`src/rtl/toothless_pkg.sv`:
```
// toothless_pkg: shared fetch entry type and fetch constants
package toothless_pkg;
  localparam logic [31:0] BOOT_ADDR_DEFAULT = 32'h0000_0000;
  localparam logic [31:0] NOP_INSTR = 32'h0000_0013;
  typedef struct packed {
    logic [31:0] instr;
    logic [31:0] pc;
    logic        fault;
  } fetch_entry_t;
endpackage

```
`src/rtl/fetch_fifo.sv`:
```
// fetch_fifo: synchronous FIFO of fetch entries with push, pop, flush, occupancy and registered head
// ports: clk, rst_n (sync active-low), push/din, pop, flush (wins over push/pop), dout/valid head, count occupancy
module fetch_fifo import toothless_pkg::*; #(
  parameter int unsigned DEPTH = 4,
  parameter int unsigned CW = $clog2(DEPTH) + 1
) (
  input  logic            clk,
  input  logic            rst_n,
  input  logic            push,
  input  fetch_entry_t    din,
  input  logic            pop,
  input  logic            flush,
  output fetch_entry_t    dout,
  output logic            valid,
  output logic [CW-1:0]   count
);
  localparam int unsigned PW = $clog2(DEPTH);
  fetch_entry_t mem [DEPTH];
  logic [PW-1:0] wp, rp;
  logic take;
  assign take = pop && valid;
  assign valid = count != '0;
  // head reads straight from the storage flops and is zeroed when empty
  assign dout = valid ? mem[rp] : '0;
  always_ff @(posedge clk) begin
    if (!rst_n || flush) begin
      wp <= '0;
      rp <= '0;
      count <= '0;
    end else begin
      if (push) begin
        mem[wp] <= din;
        wp <= wp + 1'b1;
      end
      if (take) rp <= rp + 1'b1;
      count <= count + CW'(push) - CW'(take);
    end
  end
endmodule

```
`src/rtl/fetch_stage.sv`:
```
// fetch_stage: instruction fetch front-end with req/gnt/rvalid memory port, entry FIFO and redirect flush
// ports: clk, rst_n (sync active-low); instr_req_o/instr_addr_o/instr_gnt_i/instr_rvalid_i/instr_rdata_i memory side;
// instr_valid_o/instr_o/instr_pc_o/instr_fault_o/instr_ready_i decoder side; redirect_i/redirect_addr_i control transfer.
// FETCH_ALIGN_CHECK_EN: misaligned redirect pushes a faulting NOP and stalls fetch until the next redirect.
module fetch_stage import toothless_pkg::*; #(
  parameter int unsigned ADDR_WIDTH = 32,
  parameter int unsigned INSTR_WIDTH = 32,
  parameter int unsigned DEPTH = 4,
  parameter logic [ADDR_WIDTH-1:0] BOOT_ADDR = BOOT_ADDR_DEFAULT
) (
  input  logic                   clk,
  input  logic                   rst_n,
  output logic                   instr_req_o,
  output logic [ADDR_WIDTH-1:0]  instr_addr_o,
  input  logic                   instr_gnt_i,
  input  logic                   instr_rvalid_i,
  input  logic [INSTR_WIDTH-1:0] instr_rdata_i,
  output logic                   instr_valid_o,
  output logic [INSTR_WIDTH-1:0] instr_o,
  output logic [ADDR_WIDTH-1:0]  instr_pc_o,
  output logic                   instr_fault_o,
  input  logic                   instr_ready_i,
  input  logic                   redirect_i,
  input  logic [ADDR_WIDTH-1:0]  redirect_addr_i
);
  localparam int unsigned CW = $clog2(DEPTH) + 1;
  localparam logic [CW:0] LIMIT = (CW+1)'(DEPTH);
  logic [ADDR_WIDTH-1:0] fetch_pc, rsp_pc, pc_base, tgt, flt_pc;
  logic [CW-1:0] outst, drop, occ, outst_n, occ_n;
  logic hold, gnt_acc, launch, take, push, pop, stall_n, flt_q;
  fetch_entry_t din, head;
  assign tgt = {redirect_addr_i[ADDR_WIDTH-1:2], 2'b00};
  assign gnt_acc = instr_req_o && instr_gnt_i;
  assign hold = instr_req_o && !instr_gnt_i;
  assign pop = instr_valid_o && instr_ready_i && !redirect_i;
  assign take = instr_rvalid_i && drop == '0 && !redirect_i;
  assign push = take || flt_q;
  assign din = flt_q ? fetch_entry_t'{instr: NOP_INSTR, pc: flt_pc, fault: 1'b1}
                     : fetch_entry_t'{instr: instr_rdata_i, pc: rsp_pc, fault: 1'b0};
  assign outst_n = outst + CW'(gnt_acc) - CW'(instr_rvalid_i);
  assign occ_n = redirect_i ? '0 : occ + CW'(push) - CW'(pop);
  assign pc_base = redirect_i ? tgt : fetch_pc;
  // credit is judged on next-cycle occupancy plus outstanding, so a granted request always has a free slot
  assign launch = !hold && !stall_n && ({1'b0, occ_n} + {1'b0, outst_n} < LIMIT);
  assign instr_o = head.instr;
  assign instr_pc_o = head.pc;
  always_ff @(posedge clk) begin
    if (!rst_n) begin
      instr_req_o <= 1'b0;
      instr_addr_o <= BOOT_ADDR;
      fetch_pc <= BOOT_ADDR;
      rsp_pc <= BOOT_ADDR;
      outst <= '0;
      drop <= '0;
    end else begin
      instr_req_o <= hold || launch;
      instr_addr_o <= hold ? instr_addr_o : pc_base;
      fetch_pc <= launch ? pc_base + ADDR_WIDTH'(4) : pc_base;
      rsp_pc <= redirect_i ? tgt : take ? rsp_pc + ADDR_WIDTH'(4) : rsp_pc;
      outst <= outst_n;
      // a still-ungranted request will be granted later at its old address, so its response is dropped too
      drop <= redirect_i ? outst_n + CW'(hold) : (instr_rvalid_i && drop != '0) ? drop - 1'b1 : drop;
    end
  end
`ifdef FETCH_ALIGN_CHECK_EN
  logic stall_q, mis;
  assign mis = redirect_i && redirect_addr_i[1:0] != 2'b00;
  assign stall_n = redirect_i ? mis : stall_q;
  assign instr_fault_o = head.fault;
  always_ff @(posedge clk) begin
    if (!rst_n) begin
      stall_q <= 1'b0;
      flt_q <= 1'b0;
      flt_pc <= '0;
    end else begin
      stall_q <= stall_n;
      flt_q <= mis;
      flt_pc <= redirect_addr_i;
    end
  end
`else
  logic unused_bits;
  assign unused_bits = ^{head.fault, redirect_addr_i[1:0]};
  assign stall_n = 1'b0;
  assign flt_q = 1'b0;
  assign flt_pc = '0;
  assign instr_fault_o = 1'b0;
`endif
  fetch_fifo #(.DEPTH(DEPTH), .CW(CW)) u_fifo (
    .clk(clk),
    .rst_n(rst_n),
    .push(push),
    .din(din),
    .pop(pop),
    .flush(redirect_i),
    .dout(head),
    .valid(instr_valid_o),
    .count(occ)
  );
endmodule

```
`config.mk`:
```
export PLATFORM = sky130hd
export DESIGN_NAME = fetch_stage
export DESIGN_NICKNAME = d
export VERILOG_FILES = /design/src/rtl/toothless_pkg.sv /design/src/rtl/fetch_fifo.sv /design/src/rtl/fetch_stage.sv
export SDC_FILE = /design/constraint.sdc
export NUM_CORES = 1
export LEC_CHECK = 0
export BUFFER_PORTS_ARGS = -buffer_cell sky130_fd_sc_hd__buf_2
export CAP_MARGIN = 0
export CORE_ASPECT_RATIO = 1.2
export CORE_UTILIZATION = 38
export DETAILED_ROUTE_END_ITERATION = 10
export GPL_TIMING_DRIVEN = 0
export PLACE_DENSITY = 0.62
export SYNTH_ARGS = -nofsm -noshare
export SYNTH_HDL_FRONTEND = slang
export SYNTH_SLANG_ARGS = --single-unit
```
`constraint.sdc`:
```
create_clock -name clk -period 6.4 [get_ports clk]
set_input_delay 0.32 -clock clk [delete_from_list [all_inputs] [get_ports clk]]
set_output_delay 0.32 -clock clk [all_outputs]
set_load 0.05 [all_outputs]
```
==> impl_metrics.yaml, run 1 <==
power:
  clkPwrFrac_pct: 37.5
  p_int_mw: 4.16
  power_frac_comb_pct: 15.8
  power.leakage_nw: 6.46
  switchingPower_mw: 1.57
  powerDensity_nw_per_um2: 319
  irDropWorstVdd_uv: 174
  seqPwrFrac_pct: 46.7
  p_sw_share_pct: 27.4
synthesis:
  post-synth-top-area-cell: "edfxtp_1"
  synth_common_cells: "edfxtp_1, dfxtp_1, nor2_1"
  synth.most_common_cell: "edfxtp_1"
  yosysUniqueCellTypes: 65
  synth_seq_cells: 358
  ys_warn_count: 0
  synth.top_cell.area_share_pct: 49.6
  ys_top_cells_by_area: "edfxtp_1, dfxtp_1, mux4_2"
  synth_edf_count: 248
  yosysSeqAreaShare_pct: 64.2
  syn_inst: 1040
  synthArstFlopShare_pct: 0
  ys.flop_type: "edfxtp_1"
  syn_avg_cell_area_um2: 14.4
  synth_area_um2: 15000
die:
  rows: 79
  die_w_um: 184
  io_pins: 169
  die_y_um: 220
  core_um2: 38800
  start_util_pct: 38.7
  die_area_um2: 40300
worst_setup_path:
  cpPeakStageDelay_ns: 0.67
  cp_top_family: "simple AND/OR/NAND/NOR gates"
  cp_data_required_time_ns: 6.81
  critPathMostFrequentCell: "ha_1"
  critPathBufInv: 2
  cp_slowest_cell: "clkbuf_1"
  crit_fanout: 10
  crit_chain: "nor3_1 -> clkbuf_1 -> clkbuf_1 -> nor3b_1 -> ha_1 -> ha_1 -> xnor2_1 -> nor2_1 -> ha_1 -> or3_1 -> nor3_4 -> nand4_1 -> or4_1 -> and3_1"
  path_class: "register to register"
  startpoint_type: "register"
  crit_arrival_ns: 5.14
  end_kind: "register"
cells_and_area:
  fin_util_pct: 46.3
  syn2layout_area_growth_pct: 19.6
  final_nets: 1354
  nFillCells: 3501
  drive_gt1_share_pct: 24.8
  antenna_cells: 0
global_routing:
  first_global_vias: 9372
  grt_pass1_wl_um: 53300
  grt-ovfl-total: 0
  grt_max_degree: 52
  antenna_found_initial: 0
  grt_usage_pct: 17.3
worst_hold_path:
  min_path_type: "input port to register"
cts:
  cts-buffers-inserted: 38
  cts_root_buf: "clkbuf_16"
  max-clock-path-buffers: 3
  cts_tree: "yes"
  cts.clk_slew.worst_paths_ns: 0.06
  h-tree-depth: 2
  cts.sinks: 358
  clkLatencyLatePin_ns: 0.53
sta:
  hold_viol: 0
  layout_min_cycle_time_ns: 4.73
  setup_viol: 0
  clock.fmax_mhz: 211
  finalCritPeriodShare_pct: 74.0
  tightest_slew_ns: 0.890
  max_slew_margin_pct: 39.0
  drv_slew: 0
  finalSetupTns_ns: 0
  grt_setup_unrepaired: "no"
  finClkSkew_ns: 0.0211
place:
  port_buffers: 162
  gp_congestion: 0.879
  dpl.hpwl_um: 24100
routing:
  dr.first_iter.drc_count: 605
  first_pass_iters: 5
  vias: 9286
  drc: 0
  drtAntennaViolNets: 0
  routed_wirelength_um: 34600
  avgRoutedWirePerCell_um: 19.1
  viasPerCell: 5.12
outcome:
  status: "finished, final reports clean"
flow_run:
  drv_cap: 0
-- power by group through the flow --
stage | combinational (mW) | sequential, mW | clock (mW)
3_3_place_gp | 0.884 | 2.72 | 0
6_report | 0.903 | 2.68 | 2.15
5_1_grt | 0.984 | 2.69 | 2.28
4_1_cts | 0.913 | 2.68 | 2.20
3_5_place_dp | 0.901 | 2.72 | 0
2_1_floorplan | 0.532 | 2.83 | 0
-- stage by stage --
stage,setup slack (ns),area (um^2),hold WS [ns],total power [mW],instances
after global placement,1.41,16500,0.415,3.61,1730
after CTS,1.56,18000,0.0000814,5.79,1814
after global routing,1.35,18000,0.00801,5.95,1814
after detailed placement,1.35,16600,0.423,3.63,1734
final,1.67,18000,0.0246,5.73,1814
after floorplan,2.23,15000,0.405,3.37,1042
-- layout make-up --
cell class	instances	area (um^2)	area share [%]
timing repair buffer	181	1050	5.83
inverter	21	78.8	0.439
clock inverter	16	169	0.940
multi-input combinational	606	5050	28.1
sequential	358	9650	53.7
clock buffer	49	1040	5.81
buffer	57	275	1.53
tap	526	658	3.66
-- sequential cells by signal, summed over array words and instances, names as in the netlist, named ones only --
register,flops
instr_addr_o,32
drop,3
fetch_pc,32
u_fifo.mem,248
u_fifo.count,3
u_fifo.rp,2
u_fifo.wp,2
instr_req_o,1
outst,3
rsp_pc,30
-- layout by cell type (no fill, tap or decap), types with 4 or more instances in the layout --
| master | count |
|---|---|
| mux2i_1 | 27 |
| a21oi_1 | 38 |
| xnor2_1 | 24 |
| clkbuf_1 | 45 |
| edfxtp_1 | 248 |
| mux4_2 | 62 |
| a211oi_1 | 33 |
| buf_4 | 6 |
| nand2_1 | 43 |
| nor4_1 | 6 |
| nor2b_1 | 65 |
| and2_1 | 8 |
| ha_1 | 20 |
| nor3b_1 | 5 |
| buf_2 | 172 |
| nand3_1 | 22 |
| o31ai_1 | 8 |
| dlygate4sd3_1 | 15 |
| inv_1 | 21 |
| xor2_1 | 26 |
| clkbuf_16 | 40 |
| and3_1 | 7 |
| o21ai_0 | 33 |
| nand4b_1 | 6 |
| nor2_1 | 74 |
| and3_4 | 4 |
| nand4_1 | 21 |
| nor3_1 | 16 |
| dfxtp_1 | 110 |
| clkinv_1 | 6 |
-- final timing paths --
kind,startpoint,to,slack [ns],depth (start not counted)
setup reg to reg,u_fifo.count[2],fetch_pc[28],1.67,14
hold / removal,instr_rdata_i[7],u_fifo.mem[2][39],0.02,1
setup / recovery,u_fifo.count[2],fetch_pc[28],1.67,14
hold reg to reg,fetch_pc[0],fetch_pc[0],0.43,2
-- metal layers --
metal,vias to the layer above,track usage (%),wire (um)
met5,-,0,0
met4,0,4.89,684
met3,49,2.89,1910
met2,281,30.1,17000
met1,4564,22.1,15000
li1,4392,-,-
-- timing repair --
action / in CTS / in global routing
setup buffers: 0 / 0
hold endpoints to repair: 53 / 0
setup endpoints to repair: 0 / 0
resized for setup: 0 / 0
hold buffers: 15 / 0
-- cells by family after synthesis --
kind of cell    after synthesis  synth area share [%]
simple gates                305                  11.4
compound gates              137                  6.07
flops                       358                  64.2
xor+xnor                     50                  2.91
buf+inv                      78                  2.36
mux                          90                  11.2
other cells                   1                0.0250
fa+ha+maj                    21                  1.80
(Power assumes the default switching activity.)
==> inputs of run 2 (changes only) <==
--- a/config.mk
+++ b/config.mk
@@ -11,7 +11,7 @@
 export CORE_UTILIZATION = 38
 export DETAILED_ROUTE_END_ITERATION = 10
 export GPL_TIMING_DRIVEN = 0
-export PLACE_DENSITY = 0.62
+export PLACE_DENSITY = 0.64
 export SYNTH_ARGS = -nofsm -noshare
 export SYNTH_HDL_FRONTEND = slang
 export SYNTH_SLANG_ARGS = --single-unit
==> constraint.sdc (replaced) <==
create_clock -name clk -period 4 [get_ports clk]
set_input_delay 0.2 -clock clk [delete_from_list [all_inputs] [get_ports clk]]
set_output_delay 0.2 -clock clk [all_outputs]
set_load 0.05 [all_outputs]
==> impl_metrics.yaml, run 2 (synthesis results as in run 1) <==
cts:
  cts.sinks: 358
  cts_tree: "yes"
  cts.clk_slew.worst_paths_ns: 0.06
  max-clock-path-buffers: 3
  h-tree-depth: 2
  cts_root_buf: "clkbuf_16"
  cts-buffers-inserted: 38
  clkLatencyLatePin_ns: 0.53
power:
  p_int_mw: 6.73
  switchingPower_mw: 2.54
  seqPwrFrac_pct: 46.2
  clkPwrFrac_pct: 37.4
  power.leakage_nw: 6.60
  irDropWorstVdd_uv: 330
  p_sw_share_pct: 27.4
  powerDensity_nw_per_um2: 506
  power_frac_comb_pct: 16.3
  finalPower_mw: 9.27
sta:
  clock.fmax_mhz: 264
  finClkSkew_ns: 0.0148
  setup_viol: 0
  fin_hold_ws_ns: 0.0253
  fin_ws_ns: 0.217
  grt_setup_unrepaired: "no"
  layout_min_cycle_time_ns: 3.78
  tightest_slew_ns: 0.989
  finalCritPeriodShare_pct: 94.6
  hold_viol: 0
  drv_slew: 0
  max_slew_margin_pct: 32.2
cells_and_area:
  antenna_cells: 0
  final_nets: 1382
  final_cell_mix: "edfxtp_1, buf_2, dfxtp_1, nor2_1, nor2b_1"
  regMostFlops: "u_fifo.mem"
  final_common_cell: "edfxtp_1"
  nFillCells: 3434
  reg_top3: "u_fifo.mem (248), fetch_pc (32), instr_addr_o (32)"
  syn2layout_area_growth_pct: 21.8
  drive_gt1_share_pct: 24.8
  largest_reg_flops: 248
worst_setup_path:
  crit_arrival_ns: 4.23
  startpoint_type: "input port"
  end_kind: "register"
  cp_data_required_time_ns: 4.44
  crit_fanout: 19
  path_class: "input port to register"
routing:
  dr.max_layer_used: "met4"
  drtAntennaViolNets: 0
  wl_met1_um: 14800
  routed-wl-met2_um: 17500
  avgRoutedWirePerCell_um: 19.1
  first_pass_iters: 5
  routed_wirelength_um: 35200
  viasPerCell: 5.14
  dr_wl_met3_um: 2000
  vias: 9481
  dr.first_iter.drc_count: 559
  drc: 0
global_routing:
  grt_pass1_wl_um: 53600
  grt_usage_pct: 17.4
  first_global_vias: 9557
  antenna_found_initial: 0
  grt-ovfl-total: 0
  grt_max_degree: 56
die:
  io_pins: 169
  die_w_um: 184
  die_area_um2: 40300
  die_y_um: 220
  core_um2: 38800
  rows: 79
  start_util_pct: 38.7
flow_run:
  drv_cap: 0
worst_hold_path:
  min_path_type: "input port to register"
place:
  dpl.hpwl_um: 24000
  preCtsSetupSlack_ns: -0.766
  port_buffers: 162
  gp_congestion: 0.914
outcome:
  status: "finished, final reports clean"
==> run 2: changes by cell type in the layout (fill, tap and decap cells not counted), sizes merged <==
cell / change
clkinv: +2
bufinv: +1
dlygate4sd3: +25
clkbuf: -5
inv: +1
buf: +4
clkinvlp: +2
==> run 2: per-layer routing <==
layer  vias up  GRT usage [%]
li1       4458              -
met4         0           5.81
met3        64           3.16
met5         -              0
met1      4661           21.3
met2       298           30.8
==> run 2: what timing repair did <==
action	in CTS	in global routing
hold buffers	40	0
gates cloned	0	0
hold endpoints to repair	136	0
buffers inserted	2	3
endpoints found under the setup margin	28	13
pin swaps	1	1
resized for setup	2	2
==> run 2: power groups by stage <==
stage	clock network, mW	registers (mW)	logic (mW)
final	3.47	4.29	1.51
after global routing	3.67	4.31	1.64
after CTS	3.56	4.28	1.53
after detailed placement	0	4.36	1.44
after global placement	0	4.36	1.42
after floorplan	0	4.53	0.860
==> run 2: worst paths after layout <==
kind | start | to | slack (ns) | cells after the start
hold reg to reg | fetch_pc[1] | fetch_pc[1] | 0.44 | 2
setup reg to reg | drop[0] | fetch_pc[30] | 0.22 | 17
setup / recovery | redirect_i | fetch_pc[30] | 0.22 | 19
hold / removal | redirect_addr_i[9] | rsp_pc[9] | 0.03 | 3
==> run 2: critical path, cell delays in order <==
cell	delay [ns]
buf_6	0.13
buf_8	0.16
buf_4	0.22
buf_4	0.23
buf_4	0.34
nor2_1	0.09
ha_1	0.19
ha_1	0.27
inv_1	0.05
ha_1	0.20
xnor2_1	0.17
nor2_1	0.08
ha_1	0.29
or3_1	0.40
nor3_4	0.26
buf_4	0.18
nand3_1	0.22
o31a_1	0.35
nor3_1	0.16
==> run 2: area by class of cell <==
cell class	instances	area [um^2]	share of cell area, %
clock buffer	45	1010	5.51
timing repair buffer	211	1360	7.42
inverter	21	78.8	0.431
multi-input combinational	606	5060	27.6
clock inverter	22	218	1.19
sequential	358	9650	52.7
buffer	55	275	1.50
tap	526	658	3.60
==> run 2: metrics by stage <==
| stage | setup TNS (ns) | util [%] | std cells | area (um^2) |
|---|---|---|---|---|
| floorplan | 0 | - | 1042 | 15000 |
| global placement | -191.86 | 42.5 | 1730 | 16500 |
| detailed placement | -11.95 | 42.8 | 1734 | 16600 |
| CTS | 0 | 47.1 | 1842 | 18300 |
| global route | 0 | 47.1 | 1844 | 18300 |
| finish | 0 | 47.1 | 1844 | 18300 |
==> inputs of run 3 (changes only) <==
--- a/config.mk
+++ b/config.mk
@@ -9,6 +9,7 @@
 export CAP_MARGIN = 0
 export CORE_ASPECT_RATIO = 1.2
 export CORE_UTILIZATION = 38
+export CTS_BUF_LIST = sky130_fd_sc_hd__clkbuf_16
 export DETAILED_ROUTE_END_ITERATION = 10
 export GPL_TIMING_DRIVEN = 0
 export PLACE_DENSITY = 0.64
==> impl_metrics.yaml, run 3 (synthesis results as in run 1) <==
cts:
  cts.clk_slew.worst_paths_ns: 0.06
  cts-buffers-inserted: 38
  cts_root_buf: "clkbuf_16"
  cts.sinks: 358
  cts_tree: "yes"
  clkLatencyLatePin_ns: 0.52
  max-clock-path-buffers: 3
  h-tree-depth: 2
global_routing:
  grt_max_degree: 56
  use_met2_pct: 30.8
  antenna_found_initial: 0
  met1_usage_pct: 21.3
  grtUsageMet3_pct: 3.16
  grt_usage_pct: 17.4
  first_global_vias: 9557
  grt-ovfl-total: 0
  grt_pass1_wl_um: 53600
  globalRoute.busiestLayer: "met2"
cells_and_area:
  antenna_cells: 0
  final_cell_mix: "edfxtp_1, buf_2, dfxtp_1, nor2_1, nor2b_1"
  regMostFlops: "u_fifo.mem"
  nFillCells: 3435
  stdcell_count: 1844
  drive_gt1_share_pct: 24.7
  largest_reg_flops: 248
  final_nets: 1382
  final_common_cell: "edfxtp_1"
  reg_top3: "u_fifo.mem (248), fetch_pc (32), instr_addr_o (32)"
  syn2layout_area_growth_pct: 21.8
worst_setup_path:
  crit_arrival_ns: 4.23
  crit_chain: "buf_6 -> buf_8 -> buf_4 -> buf_4 -> buf_4 -> nor2_1 -> ha_1 -> ha_1 -> inv_1 -> ha_1 -> xnor2_1 -> nor2_1 -> ha_1 -> or3_1 -> nor3_4 -> buf_4 -> nand3_1 -> o31a_1 -> nor3_1"
  r2r_start: "drop[0]"
  cp_data_required_time_ns: 4.44
  path_class: "input port to register"
  crit_fanout: 19
  startpoint: "redirect_i"
  cpPeakStageDelay_ns: 0.40
  end_kind: "register"
  startpoint_type: "input port"
  cp_slowest_cell: "or3_1"
routing:
  vias: 9508
  first_pass_iters: 5
  routed_wirelength_um: 35300
  drc: 0
  avgRoutedWirePerCell_um: 19.1
  drtAntennaViolNets: 0
  viasPerCell: 5.16
  dr.first_iter.drc_count: 576
place:
  dpl.hpwl_um: 24000
  dp_cells: 1734
  port_buffers: 162
  gp_congestion: 0.914
  preCtsSetupSlack_ns: -0.766
flow_run:
  drv_cap: 0
power:
  powerDensity_nw_per_um2: 505
  irDropWorstVdd_uv: 331
  power.leakage_nw: 6.62
die:
  die_w_um: 184
  start_util_pct: 38.7
  die_y_um: 220
  rows: 79
  io_pins: 169
  die_area_um2: 40300
  core_um2: 38800
sta:
  fin_ws_ns: 0.209
  drv_slew: 0
  finClkSkew_ns: 0.0158
  hold_viol: 0
  finalSetupTns_ns: 0
  max_slew_margin_pct: 32.9
  tightest_slew_ns: 0.979
  clock.fmax_mhz: 264
  layout_min_cycle_time_ns: 3.79
  setup_viol: 0
  grt_setup_unrepaired: "no"
  finalCritPeriodShare_pct: 94.8
worst_hold_path:
  min_path_type: "input port to register"
  worstHoldStart: "redirect_addr_i[9]"
outcome:
  status: "finished, final reports clean"
## run 3: cell count changes in the layout (fill, tap and decap cells not counted)
cell      previous run  this run
inv_1               21        26
clkbuf_1            40        35
clkinv_1             9        10
clkbuf_8             1         0
## run 3: cell type report
cell class	count	area [um^2]	share of cell area (%)
Sequential cell	358	9650	52.7
Multi-Input combinational cell	606	5060	27.6
Timing Repair Buffer	211	1360	7.43
Clock buffer	39	976	5.33
Tap cell	526	658	3.60
Buffer	55	275	1.50
Clock inverter	28	240	1.31
Inverter	21	78.8	0.431
## run 3: worst max-delay path: cells and delay by family
family,cells,cell delay (ns)
compound gates,1,0.35
fa+ha+maj,4,0.95
xor+xnor,1,0.17
simple gates,6,1.22
buf+inv,7,1.31
## run 3: final timing paths
kind                            slack, ns  cells after the start           end
worst max register to register       0.22                     17  fetch_pc[30]
worst max-delay path                 0.21                     19  fetch_pc[30]
worst min-delay path                 0.03                      3     rsp_pc[9]
worst min register to register       0.44                      2   fetch_pc[1]
## run 3: routing by layer
metal | vias to the layer above | part of all wire [%]
met5 | - | 0
met4 | 0 | 2.5
met3 | 65 | 6.1
met2 | 324 | 50
met1 | 4662 | 42
li1 | 4457 | -
## run 3: report_power, final
group	internal [mW]	switching [mW]
logic	0.509	1.01
clock network	2.03	1.41
registers	4.16	0.125
## run 3: metrics by stage
stage	instance area (um^2)	total power [mW]	hold WS [ns]	utilization, %
CTS	18300	9.34	0.00241	47.0
floorplan	15000	5.39	0.299	-
global route	18300	9.58	0.0292	47.1
finish	18300	9.24	0.0251	47.1
detailed placement	16600	5.80	0.418	42.8
global placement	16500	5.78	0.413	42.5
## run 3: what timing repair did
item	CTS	global route
hold endpoints to repair	136	0
setup endpoints to repair	28	13
gates resized for setup	2	2
setup buffers	2	3
hold buffers	40	0
pin swaps	1	1
gates cloned	0	0
